File: config.mk
export PLATFORM = sky130hd
export DESIGN_NAME = ps2_kbd_rx
export DESIGN_NICKNAME = d
export VERILOG_FILES = /design/src/rtl/ps2_kbd_rx.sv
export SDC_FILE = /design/constraint.sdc
export NUM_CORES = 1
export LEC_CHECK = 0
export ABC_AREA = 1
export CAP_MARGIN = 15
export CORE_ASPECT_RATIO = 1.5
export CORE_MARGIN = 2
export CORE_UTILIZATION = 40
export DETAILED_ROUTE_END_ITERATION = 16
export DONT_BUFFER_PORTS = 1
export GPL_ROUTABILITY_DRIVEN = 0
export GPL_TIMING_DRIVEN = 0
export PLACE_DENSITY_LB_ADDON = 0.1
export SLEW_MARGIN = 20
export SYNTH_ARGS = -nofsm -noshare
export SYNTH_HDL_FRONTEND = slang
export SYNTH_SLANG_ARGS = --single-unit
File: constraint.sdc
create_clock -name clk -period 2.3 [get_ports clk]
set_input_delay 0.575 -clock clk [delete_from_list [all_inputs] [get_ports clk]]
set_output_delay 0.575 -clock clk [all_outputs]
set_load 0.01 [all_outputs]
File: src/rtl/ps2_kbd_rx.sv
// ---------------------------------------------------------------------------
// ps2_kbd_rx
//
// PS/2 keyboard receiver. Raw ps2_clk / ps2_data are synchronised into the
// clk domain, 11-bit frames are deframed and checked (start, stop and odd
// parity), and the E0 / F0 prefix bytes are folded into ext / brk flags on
// the following code byte. Decoded key events are buffered in a circular
// FIFO and handed out on a valid/ready handshake.
//
// Parameters
//   FIFO_DEPTH  event FIFO entries (power of 2, >= 2)
//   TIMEOUT     clk cycles without a PS/2 falling edge before a partial
//               frame is aborted (>= 16)
//
// Ports
//   clk         system clock, rising edge
//   rst         synchronous active-high reset
//   ps2_clk     raw PS/2 clock (asynchronous)
//   ps2_data    raw PS/2 data (asynchronous)
//   out_ready   consumer accepts the head event
//   clr_err     one-cycle pulse clearing overflow and frame_err
//   out_valid   FIFO holds at least one event
//   out_code    scan code of the head event
//   out_brk     head event was preceded by F0 (key release)
//   out_ext     head event was preceded by E0 (extended key)
//   fifo_count  number of stored events
//   overflow    sticky: an event was dropped because the FIFO was full
//   frame_err   sticky: a frame was rejected (start/stop/parity/timeout)
//   busy        a frame is in progress
// ---------------------------------------------------------------------------
module ps2_kbd_rx #(
    parameter int FIFO_DEPTH = 8,
    parameter int TIMEOUT    = 50000
) (
    input  logic                          clk,
    input  logic                          rst,
    input  logic                          ps2_clk,
    input  logic                          ps2_data,
    input  logic                          out_ready,
    input  logic                          clr_err,
    output logic                          out_valid,
    output logic [7:0]                    out_code,
    output logic                          out_brk,
    output logic                          out_ext,
    output logic [$clog2(FIFO_DEPTH):0]   fifo_count,
    output logic                          overflow,
    output logic                          frame_err,
    output logic                          busy
);

    localparam int PTR_W = $clog2(FIFO_DEPTH);
    localparam int CNT_W = PTR_W + 1;
    localparam int TMR_W = $clog2(TIMEOUT + 1);

    localparam logic [CNT_W-1:0] DEPTH_C  = CNT_W'(FIFO_DEPTH);
    localparam logic [TMR_W-1:0] TMR_LAST = TMR_W'(TIMEOUT - 1);
    localparam logic [3:0]       LAST_BIT = 4'd10;
    localparam logic [7:0]       CODE_EXT = 8'hE0;
    localparam logic [7:0]       CODE_BRK = 8'hF0;

    // Synchronisers
    logic [2:0]        clk_sync_q,   clk_sync_d;
    logic [1:0]        data_sync_q,  data_sync_d;

    // Deframer
    logic [3:0]        bit_cnt_q,    bit_cnt_d;
    logic [10:0]       shift_q,      shift_d;
    logic [TMR_W-1:0]  timer_q,      timer_d;
    logic              check_q,      check_d;

    // Prefix decoder
    logic              ext_f_q,      ext_f_d;
    logic              brk_f_q,      brk_f_d;
    logic              ev_valid_q,   ev_valid_d;
    logic [9:0]        ev_q,         ev_d;

    // Event FIFO
    logic [9:0]        mem_q [FIFO_DEPTH];
    logic [9:0]        mem_d [FIFO_DEPTH];
    logic [PTR_W-1:0]  rd_ptr_q,     rd_ptr_d;
    logic [PTR_W-1:0]  wr_ptr_q,     wr_ptr_d;
    logic [CNT_W-1:0]  count_q,      count_d;

    // Status
    logic              overflow_q,   overflow_d;
    logic              frame_err_q,  frame_err_d;
    logic              busy_q,       busy_d;

    // Internal combinational signals
    logic              ps2_fall;
    logic [10:0]       frame_next;
    logic              timeout_hit;
    logic              frame_ok;
    logic              frame_bad;
    logic              push;
    logic              pop;
    logic              drop;

    // Data uses one flop fewer than the clock so that data sync stage 2 is
    // sampled in the same cycle the clock edge is detected (stage 2 vs 3).
    always_comb begin
        clk_sync_d  = {clk_sync_q[1:0], ps2_clk};
        data_sync_d = {data_sync_q[0], ps2_data};
        ps2_fall    = !clk_sync_q[1] && clk_sync_q[2];
    end

    // Deframer. Bits are shifted in at the MSB so that after the stop bit
    // the register holds the frame with the start bit at index 0. The
    // frame is checked one cycle later from the registered shift contents.
    always_comb begin
        bit_cnt_d   = bit_cnt_q;
        shift_d     = shift_q;
        timer_d     = timer_q;
        check_d     = 1'b0;
        timeout_hit = 1'b0;
        frame_next  = {data_sync_q[1], shift_q[10:1]};

        if (ps2_fall) begin
            shift_d = frame_next;
            timer_d = '0;
            if (bit_cnt_q == LAST_BIT) begin
                bit_cnt_d = '0;
                check_d   = 1'b1;
            end else begin
                bit_cnt_d = bit_cnt_q + 4'd1;
            end
        end else if (bit_cnt_q != '0) begin
            if (timer_q >= TMR_LAST) begin
                timeout_hit = 1'b1;
                bit_cnt_d   = '0;
                timer_d     = '0;
            end else begin
                timer_d = timer_q + TMR_W'(1);
            end
        end else begin
            timer_d = '0;
        end
    end

    // Frame check: start = 0, stop = 1, odd parity over data + parity bit.
    always_comb begin
        frame_ok  = check_q && !shift_q[0] && shift_q[10] && (^shift_q[9:1]);
        frame_bad = check_q && !frame_ok;
    end

    // Prefix decoder. E0 and F0 only set flags; any other byte becomes an
    // event carrying the accumulated flags. A rejected or aborted frame
    // forgets any pending prefix so a later byte is not mis-tagged.
    always_comb begin
        ext_f_d    = ext_f_q;
        brk_f_d    = brk_f_q;
        ev_valid_d = 1'b0;
        ev_d       = ev_q;

        if (frame_ok) begin
            if (shift_q[8:1] == CODE_EXT) begin
                ext_f_d = 1'b1;
            end else if (shift_q[8:1] == CODE_BRK) begin
                brk_f_d = 1'b1;
            end else begin
                ev_valid_d = 1'b1;
                ev_d       = {ext_f_q, brk_f_q, shift_q[8:1]};
                ext_f_d    = 1'b0;
                brk_f_d    = 1'b0;
            end
        end

        if (frame_bad || timeout_hit) begin
            ext_f_d = 1'b0;
            brk_f_d = 1'b0;
        end
    end

    // Event FIFO. A full FIFO still accepts an event when the head is
    // popped in the same cycle, since the popped slot is the one reused.
    always_comb begin
        pop      = (count_q != '0) && out_ready;
        push     = ev_valid_q && ((count_q < DEPTH_C) || pop);
        drop     = ev_valid_q && !push;

        mem_d    = mem_q;
        wr_ptr_d = wr_ptr_q;
        rd_ptr_d = rd_ptr_q;
        count_d  = count_q;

        if (push) begin
            mem_d[wr_ptr_q] = ev_q;
            wr_ptr_d        = wr_ptr_q + PTR_W'(1);
        end
        if (pop) begin
            rd_ptr_d = rd_ptr_q + PTR_W'(1);
        end

        case ({push, pop})
            2'b10:   count_d = count_q + CNT_W'(1);
            2'b01:   count_d = count_q - CNT_W'(1);
            default: count_d = count_q;
        endcase
    end

    // Sticky status: a new error in the same cycle as clr_err wins.
    always_comb begin
        overflow_d  = (overflow_q  && !clr_err) || drop;
        frame_err_d = (frame_err_q && !clr_err) || frame_bad || timeout_hit;
        busy_d      = (bit_cnt_q != '0);
    end

    always_ff @(posedge clk) begin
        if (rst) begin
            clk_sync_q  <= 3'b111;
            data_sync_q <= 2'b11;
            bit_cnt_q   <= '0;
            shift_q     <= '0;
            timer_q     <= '0;
            check_q     <= 1'b0;
            ext_f_q     <= 1'b0;
            brk_f_q     <= 1'b0;
            ev_valid_q  <= 1'b0;
            ev_q        <= '0;
            for (int i = 0; i < FIFO_DEPTH; i++) begin
                mem_q[i] <= '0;
            end
            rd_ptr_q    <= '0;
            wr_ptr_q    <= '0;
            count_q     <= '0;
            overflow_q  <= 1'b0;
            frame_err_q <= 1'b0;
            busy_q      <= 1'b0;
        end else begin
            clk_sync_q  <= clk_sync_d;
            data_sync_q <= data_sync_d;
            bit_cnt_q   <= bit_cnt_d;
            shift_q     <= shift_d;
            timer_q     <= timer_d;
            check_q     <= check_d;
            ext_f_q     <= ext_f_d;
            brk_f_q     <= brk_f_d;
            ev_valid_q  <= ev_valid_d;
            ev_q        <= ev_d;
            mem_q       <= mem_d;
            rd_ptr_q    <= rd_ptr_d;
            wr_ptr_q    <= wr_ptr_d;
            count_q     <= count_d;
            overflow_q  <= overflow_d;
            frame_err_q <= frame_err_d;
            busy_q      <= busy_d;
        end
    end

    // The head entry is masked while empty so the outputs read zero after
    // reset without depending on stale memory contents.
    assign out_valid  = (count_q != '0);
    assign {out_ext, out_brk, out_code} = out_valid ? mem_q[rd_ptr_q] : 10'd0;
    assign fifo_count = count_q;
    assign overflow   = overflow_q;
    assign frame_err  = frame_err_q;
    assign busy       = busy_q;

endmodule

==> key figures <==
Outcome
  – Outcome: finished with violations
  – Violated checks: setup timing

Synthesis
  – Syn_nets: 912
  – Yosys warnings: 0
  – Post-synthesis register bit count: 143
  – Sequential-to-total area share from yosys stat: 44.33%
  – Number of synthesized flops with an enable pin: 0
  – Yosys top cell area share: 44.33%
  – Cell with the most instances after synthesis: nand2_1
  – Commonest cells post-synth: nand2_1 (160), dfxtp_1 (143), nor2_1 (117)
  – Predominant post-synthesis flop cell: dfxtp_1
  – Syn Area/Cell: between 7 and 8 µm²
  – Mapped Area: 6457 µm²
  – Async SR Flop Fraction: 0%
  – Area leader, netlist: dfxtp_1
  – Post-Syn Instances: 892
  – Netlist cell types: 28
  – Top cells by area, synth: dfxtp_1 (44%), nand2_1 (9.3%), a21oi_1 (9.0%)

Placed design
  – Port Buf Inserts: 0
  – Cell Count Post-Placement: 1,095
  – Dpl cell area: 6711 µm²
  – Post-DP HPWL: 13,460 µm
  – Pre-CTS setup slack: -563.4 ps

Global routing
  – Initial antenna violation count: 0
  – Largest net degree at the start of global routing: 17
  – GRT Total Usage: 23.49%
  – Vias in the first global route: 5,718
  – Global route total overflow: 0
  – First-pass GRT wire length: just over 30,000 µm

Floorplanning
  – Core Region: 15,700 µm²
  – DIE WIDTH: 107.7 µm
  – Die area: 17,200 µm²
  – Row Count: 56
  – Initial core utilization: 41.14%
  – Die Height: 159.6 µm
  – Number of I/O pins: 24

Pwr
  – Pint: 5.074 mW
  – Pwr Density: 980.5 nW/µm²
  – Sw frac: 33.22%
  – P_leak: 2.678 nW
  – Comb pwr share: 26.9%
  – Clk network pwr share: 37.7%
  – Seq pwr share: 35.4%
  – P_sw: between 2 and 3 mW
  – Total chip power: between 7 and 8 mW
  – Worst VDD drop: between 0.6 and 0.7 mV

CTS
  – Clock transition at the registers of the reported paths: 60 ps
  – Num CTS Buffers: 17
  – Clock Path Buffers: 2
  – CTS tree: built
  – Skew-Pair Late Insertion Delay: 430 ps
  – H-tree lvl count: 4
  – Clock root buffer: clkbuf_16
  – CTS hold repair buffers: 0
  – Clk sink count: 143

Setup path
  – Critical Path RT: 1730 ps
  – Crit. End Element: output port
  – R2r setup slk: 90 ps
  – Crit-path max FO: 7
  – Worst Path Class, Setup: register to output port
  – Worst setup SP type: register
  – Worst EP arrival: 1750 ps

Timing
  – TNS Setup: -58.87 ps
  – Worst slew margin: between 40% and 50%
  – Setup ws final: -25.09 ps
  – Worst-margin pin slew: 884.3 ps
  – Max Freq: 430.1 MHz
  – Fin. Hold Viols: 0
  – Max Slew Vio Count: 0
  – Final setup violation count: 4
  – Final period utilization: 101.1%
  – Minimum clock period: around 2300 ps
  – RSZ-0062 raised after global routing: true
  – Clk_skew: approximately 5.3 ps
  – Hold WS: 239.7 ps

Layout
  – Post-route cell area: 7750 µm²
  – Nets: 935
  – Share of cells above drive strength 1: 12.07%
  – Fin cells: 1,131
  – Post-layout util: 49.38%
  – ANT cells: 0
  – Area Overhead vs Synth: 20.02%

Route
  – DRC Markers: 0
  – DR iter-0 viols: 319
  – Wirelength per Cell: 17.44 µm
  – ANT nets after route: 0
  – Vias/cell: approximately 5.3
  – Via count: 6,001
  – Drt total wl: 19,730 µm
  – DR pass1 iterations: 5

Min path
  – Hold WC Path Type: input port to register

Job
  – Max Cap Viol: 0
## repair_timing
action / in CTS / in global routing
resized for setup: 84 / 35
pin swaps: 15 / 17
gates cloned: 1 / 1
buffers inserted: 1 / 1
endpoints found under the setup margin: 14 / 12
## layout by cell type (no fill, tap or decap), types with 7 or more instances in the layout
cell         n
o21ai_1     18
clkbuf_1    42
xor2_1       7
ha_1        13
nand2_2      7
nor2_1     108
clkbuf_16   19
inv_1       40
dfxtp_1    137
or2_2        8
nand3_1    102
a31oi_4     10
nand2_1    160
buf_6       10
nand4_1     15
a21oi_1    115
o21ai_0     37
o211ai_1    10
## final timing paths
path             startpoint        endpoint  cells past startpoint
min reg2reg  data_sync_q[0]  data_sync_q[1]                      1
min                     rst            busy                      1
max             rd_ptr_q[0]     out_code[4]                      7
max reg2reg   fifo_count[2]   fifo_count[2]                     13
## power by group through the flow
stage / Combinational, mW / Clock, mW / Sequential (mW)
after global routing: 2.22 / 3.03 / 2.70
after CTS: 1.85 / 2.91 / 2.68
final: 2.05 / 2.86 / 2.69
after floorplan: 1.02 / 0 / 2.66
after detailed placement: 1.46 / 0 / 2.70
after global placement: 1.44 / 0 / 2.70
## area by class of cell
type                    count  area [µm²]
fillers                  1597        7945
multi-input cells         643        3392
flip-flops and latches    143        2878
clock buffers              23       478.0
plain buffers              64       394.1
well taps                 203       254.0
inverters                  42       166.4
clock inverters             9       132.6
repair buffers              4       55.05
## logic make-up after synthesis
kind of cell,synth area share [%]
compound gates,16.20
flops,44.33
xor+xnor,1.628
buf+inv,7.208
simple gates,27.92
fa+ha+maj,2.713
## flip-flops by register name, summed over array words and instances, names as in the netlist
name	count
ext_f_q	1
frame_err	1
busy	1
wr_ptr_q	3
rd_ptr_q	3
shift_q	11
ev_valid_q	1
check_q	1
bit_cnt_q	4
fifo_count	4
overflow	1
timer_q	16
brk_f_q	1
mem_q	80
clk_sync_q	3
data_sync_q	2
ev_q	10
## metal layers
layer  vias to the layer above  GRT usage [%]  part of all wire, %
met5                         -              0                    0
met2                       160          40.79                   51
met4                         0          10.72                  3.4
met3                        46          5.143                  4.6
met1                      2765          27.10                   41
li1                       3030              -                    -
## critical path, cell delays in order (launching register included)
cell	delay [ps]
dfxtp_4	440
clkbuf_16	190
nor2_4	30
nor2_2	120
o21ai_2	80
o211ai_1	120
nand2_1	140
a31oi_4	200
No activity file was read; power rests on OpenSTA's default activity.
